## config.mk

```make
export PLATFORM = sky130hd
export DESIGN_NAME = id_ex_stage
export DESIGN_NICKNAME = d
export VERILOG_FILES = /design/src/rtl/id_ex_stage.sv
export SDC_FILE = /design/constraint.sdc
export NUM_CORES = 1
export LEC_CHECK = 0
export ABC_AREA = 0
export BUFFER_PORTS_ARGS = -buffer_cell sky130_fd_sc_hd__buf_4
export CORE_ASPECT_RATIO = 1.5
export CORE_MARGIN = 1.5
export CORE_UTILIZATION = 41
export DETAILED_ROUTE_END_ITERATION = 10
export GPL_TIMING_DRIVEN = 1
export PLACE_DENSITY_LB_ADDON = 0.05
export REMOVE_ABC_BUFFERS = 1
export SYNTH_ARGS = -nofsm -noshare
export SYNTH_HDL_FRONTEND = slang
export SYNTH_SLANG_ARGS = --single-unit
export TNS_END_PERCENT = 10
```

## constraint.sdc

```tcl
create_clock -name clock -period 1.35 [get_ports clock]
set_input_delay 0.0675 -clock clock [delete_from_list [all_inputs] [get_ports clock]]
set_output_delay 0.0675 -clock clock [all_outputs]
set_load 0.005 [all_outputs]
```

## src/rtl/id_ex_stage.sv

```systemverilog
// id_ex_stage: decode-to-execute pipeline register placed right after the register bank.
//  - Captures bank read data into the ID/EX register. Write-back data that lands in the
//    same cycle is bypassed in, because the bank writes on the edge but reads
//    combinationally.
//  - Detects load-use hazards. It holds the front end via `stall` for LOAD_STALL_CYCLES
//    cycles and inserts one bubble per stalled cycle.
//  - A branch flush kills the ID instruction and cancels any stall in progress.
// Ports:
//  clock, reset (async, active-low)
//  flush, id_*           : ID-slot instruction fields and control
//  rd1_in, rd2_in        : bank read data
//  wb_*                  : bank write port, used for bypassing
//  stall                 : combinational front-end hold
//  ex_*                  : registered ID/EX contents
module id_ex_stage #(
  parameter int unsigned addr_bits         = 5,
  parameter int unsigned word_wide         = 32,
  parameter int unsigned CTRL_W            = 8,
  parameter int unsigned LOAD_STALL_CYCLES = 1
) (
  input  logic                 clock,
  input  logic                 reset,
  input  logic                 flush,
  input  logic                 id_valid,
  input  logic [addr_bits-1:0] id_rs,
  input  logic [addr_bits-1:0] id_rt,
  input  logic [addr_bits-1:0] id_rd,
  input  logic                 id_regDst,
  input  logic                 id_memRead,
  input  logic                 id_regWrite,
  input  logic [CTRL_W-1:0]    id_ctrl,
  input  logic [word_wide-1:0] id_imm,
  input  logic [word_wide-1:0] rd1_in,
  input  logic [word_wide-1:0] rd2_in,
  input  logic                 wb_regWrite,
  input  logic [addr_bits-1:0] wb_writeReg,
  input  logic [word_wide-1:0] wb_writeData,
  output logic                 stall,
  output logic                 ex_valid,
  output logic [addr_bits-1:0] ex_rs,
  output logic [addr_bits-1:0] ex_rt,
  output logic [addr_bits-1:0] ex_dst,
  output logic                 ex_memRead,
  output logic                 ex_regWrite,
  output logic [CTRL_W-1:0]    ex_ctrl,
  output logic [word_wide-1:0] ex_data1,
  output logic [word_wide-1:0] ex_data2,
  output logic [word_wide-1:0] ex_imm
);

  localparam int unsigned CntW = $clog2(LOAD_STALL_CYCLES) + 1;
  localparam logic [CntW-1:0] CntLoad = CntW'(LOAD_STALL_CYCLES - 1);
  localparam logic [CntW-1:0] CntOne  = CntW'(1);

  localparam logic [0:0] StRun   = 1'b0;
  localparam logic [0:0] StStall = 1'b1;

  logic [0:0]           state_q, state_d;
  logic [CntW-1:0]      cnt_q, cnt_d;
  logic                 stall_c;
  logic                 hazard;
  logic [word_wide-1:0] d1, d2;

  logic                 ex_valid_q, ex_memRead_q, ex_regWrite_q;
  logic [addr_bits-1:0] ex_rs_q, ex_rt_q, ex_dst_q;
  logic [CTRL_W-1:0]    ex_ctrl_q;
  logic [word_wide-1:0] ex_data1_q, ex_data2_q, ex_imm_q;

  // Same-cycle write-back bypass. Register 0 is an ordinary register in this bank.
  always_comb begin
    d1 = (wb_regWrite && (wb_writeReg == id_rs)) ? wb_writeData : rd1_in;
    d2 = (wb_regWrite && (wb_writeReg == id_rt)) ? wb_writeData : rd2_in;
  end

  // A load in EX whose destination is read by the ID instruction.
  always_comb begin
    hazard = id_valid & ex_valid_q & ex_memRead_q &
             ((ex_dst_q == id_rs) | (ex_dst_q == id_rt));
  end

  // The first stalled cycle is spent in StRun (detected hazard). StStall covers the
  // remaining LOAD_STALL_CYCLES-1 cycles.
  always_comb begin
    state_d = state_q;
    cnt_d   = cnt_q;
    stall_c = 1'b0;
    case (state_q)
      StRun: begin
        stall_c = hazard & ~flush;
        if (hazard && !flush && (LOAD_STALL_CYCLES > 1)) begin
          state_d = StStall;
          cnt_d   = CntLoad;
        end
      end
      StStall: begin
        stall_c = ~flush;
        cnt_d   = cnt_q - CntOne;
        if (cnt_q == CntOne) begin
          state_d = StRun;
        end
      end
      default: state_d = StRun;
    endcase
    if (flush) begin
      state_d = StRun;
      cnt_d   = '0;
    end
  end

  assign stall = stall_c;

  always_ff @(posedge clock or negedge reset) begin
    if (!reset) begin
      state_q       <= StRun;
      cnt_q         <= '0;
      ex_valid_q    <= 1'b0;
      ex_rs_q       <= '0;
      ex_rt_q       <= '0;
      ex_dst_q      <= '0;
      ex_memRead_q  <= 1'b0;
      ex_regWrite_q <= 1'b0;
      ex_ctrl_q     <= '0;
      ex_data1_q    <= '0;
      ex_data2_q    <= '0;
      ex_imm_q      <= '0;
    end else begin
      state_q <= state_d;
      cnt_q   <= cnt_d;
      if (flush || stall_c || !id_valid) begin
        // Bubble
        ex_valid_q    <= 1'b0;
        ex_rs_q       <= '0;
        ex_rt_q       <= '0;
        ex_dst_q      <= '0;
        ex_memRead_q  <= 1'b0;
        ex_regWrite_q <= 1'b0;
        ex_ctrl_q     <= '0;
        ex_data1_q    <= '0;
        ex_data2_q    <= '0;
        ex_imm_q      <= '0;
      end else begin
        ex_valid_q    <= 1'b1;
        ex_rs_q       <= id_rs;
        ex_rt_q       <= id_rt;
        ex_dst_q      <= id_regDst ? id_rd : id_rt;
        ex_memRead_q  <= id_memRead;
        ex_regWrite_q <= id_regWrite;
        ex_ctrl_q     <= id_ctrl;
        ex_data1_q    <= d1;
        ex_data2_q    <= d2;
        ex_imm_q      <= id_imm;
      end
    end
  end

  assign ex_valid    = ex_valid_q;
  assign ex_rs       = ex_rs_q;
  assign ex_rt       = ex_rt_q;
  assign ex_dst      = ex_dst_q;
  assign ex_memRead  = ex_memRead_q;
  assign ex_regWrite = ex_regWrite_q;
  assign ex_ctrl     = ex_ctrl_q;
  assign ex_data1    = ex_data1_q;
  assign ex_data2    = ex_data2_q;
  assign ex_imm      = ex_imm_q;

endmodule
```

==> reports/results.txt <==
min Tclk post-route -> 1.778 ns
Yosys cell types -> 24
leading area contributor after synthesis -> dfrtp_1
worst relative slew slack -> 65.58%
Post-DP Area -> 8092 sq um
Gate power share -> 18.7%
Fmax achieved -> 562.4 MHz
largest net degree at the start of global routing -> 43
Max Cap Viol -> 0
die width -> 98.54 um
grt total ovfl -> 0
Reg area -> 3105 sq um
TritonCTS clock tree -> built
Synth area leaders -> dfrtp_1 (55%), a211oi_2 (9.4%), nand3_1 (5.7%)
sw power -> 2.503 mW
final WL -> 22,010 um
Vias/cell -> 5.279
IO buf count -> 286
CTS sink count -> 124
All-Layer GR Usage -> 30.99%
hold crit path type -> in2reg
Die Height -> 146.3 um
Slew Viols, Final -> 0
die area -> 14,420 sq um
Skew-Pair Late Insertion Delay -> 0.41 ns
Power Internal -> 7.198 mW
Worst-Margin Slew -> 0.5162 ns
fin crit share -> 131.7%
CP max FO -> 2
clock share of power -> 40.8%
Starting Density -> 41.88%
area occupied by multi-input gates -> 2026 sq um
Power Density -> 944.8 nW/um^2
part of the Yosys area used for sequential elements -> 55.28%
count of final hold-check violations -> 0
global-route wire length before repair -> 34,770 um
first-pass iteration count of the detailed router -> 5
vias in the first global route -> 6,685
core footprint -> 13,400 sq um
final setup violation count -> 123
CTS buffer count -> 17
clock tree buffer depth -> 2
Setup crit start kind -> register
number of fill cells -> 834
clock transition at the registers of the reported paths -> 0.06 ns
Setup WS post-layout -> -0.4282 ns
depth of the CTS H-tree -> 4
failing checks -> negative setup slack
drt first-iter violations -> 209
Nets -> 1,135
area share of the largest cell type after synthesis -> 55.28%
routability cong. -> 0.8500
Final ANT Viol Nets -> 0
most common cell in the netlist -> dfrtp_1
Primary FF master, synth -> dfrtp_1
leakage -> 4.975 nW
Gate Count Post-Synth -> 527
via count -> 6,050
synth cell count leaders -> dfrtp_1 (124), nand3_1 (64), o21ai_0 (64)
Post-Syn Area per Cell -> 10.65 sq um
crit end category -> primary output
Root Driver -> clkbuf_16
share of layout cells above drive strength 1 -> 41.65%
P&R area growth vs syn -> 82.92%
status -> complete, but fails checks
RSZ-0062 raised after global routing -> yes
design area -> 10,270 sq um
worst vdd ir -> 0.7908 mV
Seq pwr share -> 40.5%
DPL Wire Length -> 13,570 um
number of synthesized flops with an enable pin -> 0
Yosys reg bits -> 124
Syn. warnings -> 0
Top Ports -> 287
Post-Synthesis Cell Area -> 5613 sq um
wire per inst -> 19.20 um
row cnt -> 52
switching portion of total power -> 25.80%
DRC -> 0
CP required -> 1.28 ns
Max Clock Skew -> 0.01069 ns
crit path kind -> reg2out
worst path arrival time -> 1.71 ns
final setup TNS -> -36.38 ns
pre-CTS setup slack -> -0.2667 ns
fraction of registers with async set/reset -> 100.0%
antenna violations before repair -> 1
## path summary, 6_finish.rpt
| path | from | to | slack, ns | cells after the start |
|---|---|---|---|---|
| setup / recovery | ex_memRead$_DFF_PN0_ | stall | -0.43 | 6 |
| hold / removal | id_rd[3] | ex_dst[3]$_DFF_PN0_ | 0.02 | 3 |
| setup reg to reg | ex_memRead$_DFF_PN0_ | ex_data2[12]$_DFF_PN0_ | -0.34 | 7 |
| hold reg to reg | cnt_q$_DFFE_PN0P_ | state_q$_DFF_PN0_ | 0.44 | 1 |
| max in group asynchronous | reset | ex_data2[10]$_DFF_PN0_ | 0.62 | 3 |
| min in group asynchronous | reset | ex_ctrl[5]$_DFF_PN0_ | 0.17 | 2 |
## final cells by class
class	instances	area share [%]
Sequential cell	124	30.25
Inverter	52	1.901
Antenna cell	2	0.04875
Tap cell	162	1.974
Clock buffer	18	4.180
Multi-Input combinational cell	295	19.73
Timing Repair Buffer	481	41.15
Clock inverter	12	0.7677
## sequential cells by signal (all words and copies together), names as in the netlist
register	flops
cnt_q	1
ex_ctrl	8
ex_data1	32
ex_data2	32
ex_dst	5
ex_imm	32
ex_memRead	1
ex_regWrite	1
ex_rs	5
ex_rt	5
ex_valid	1
state_q	1
## cells by family (layout without fill, tap and decap cells)
kind of cell / count (synthesis) / in the layout / synth area share (%)
AO/OA/AOI/OAI: 129 / 129 / 18.23
XOR/XNOR: 21 / 21 / 3.277
buffers and inverters: 108 / 563 / 9.519
flip-flops: 124 / 124 / 55.28
multiplexers: 5 / 5 / 0.8917
other: 0 / 2 / 0
AND/OR/NAND/NOR: 140 / 140 / 12.80
## cell usage in the layout, fill, tap and decap left out, drive strengths merged, types with 4 or more instances in the layout
cell         count
a211oi          64
nor3            57
xnor2           21
clkbuf          18
inv             52
dlygate4sd3    153
mux2i            5
dfrtp          124
clkinv           9
o21ai           64
nand4            4
nand2            4
buf            328
nand3           64
## power by group through the flow
stage	Combinational [mW]	Clock, mW	Sequential (mW)
3_5_place_dp	1.41	0	3.99
3_3_place_gp	1.39	0	3.99
6_report	1.82	3.96	3.93
5_1_grt	1.94	4.18	3.94
2_1_floorplan	0.416	0	4.00
4_1_cts	1.79	4.00	3.92
## worst max-delay path: stages, from the launching register on
cell	delay, ns
dfrtp_1	0.35
and4b_1	0.29
nand2_1	0.12
o22ai_4	0.21
buf_12	0.13
nand2b_1	0.10
buf_4	0.11
## metrics by stage
stage | instances | total power [mW] | hold slack, ns | util, %
6_report | 1146 | 9.701 | 0.01750 | 76.61
5_1_grt | 1145 | 10.06 | 0.02892 | 76.59
4_1_cts | 1143 | 9.710 | 0.007913 | 76.22
3_5_place_dp | 955 | 5.399 | 0.07268 | 60.37
3_3_place_gp | 955 | 5.374 | 0.06856 | 60.37
2_1_floorplan | 471 | 4.413 | -0.2281 | -
## layer usage
| layer | wire [um] | global-route usage [%] |
|---|---|---|
| met5 | 0 | 0 |
| met4 | 830 | 14.23 |
| met3 | 1523 | 7.611 |
| met2 | 11660 | 54.79 |
| met1 | 7993 | 34.78 |
## what timing repair did
action / 4_1_cts / 5_1_grt
pin swaps: 2 / 4
hold buffers: 153 / 0
setup buffers: 4 / 1
gates cloned: 1 / 0
setup endpoints to repair: 123 / 123
resized for setup: 6 / 8
hold endpoints to repair: 149 / 0
(Power assumes the default switching activity.)
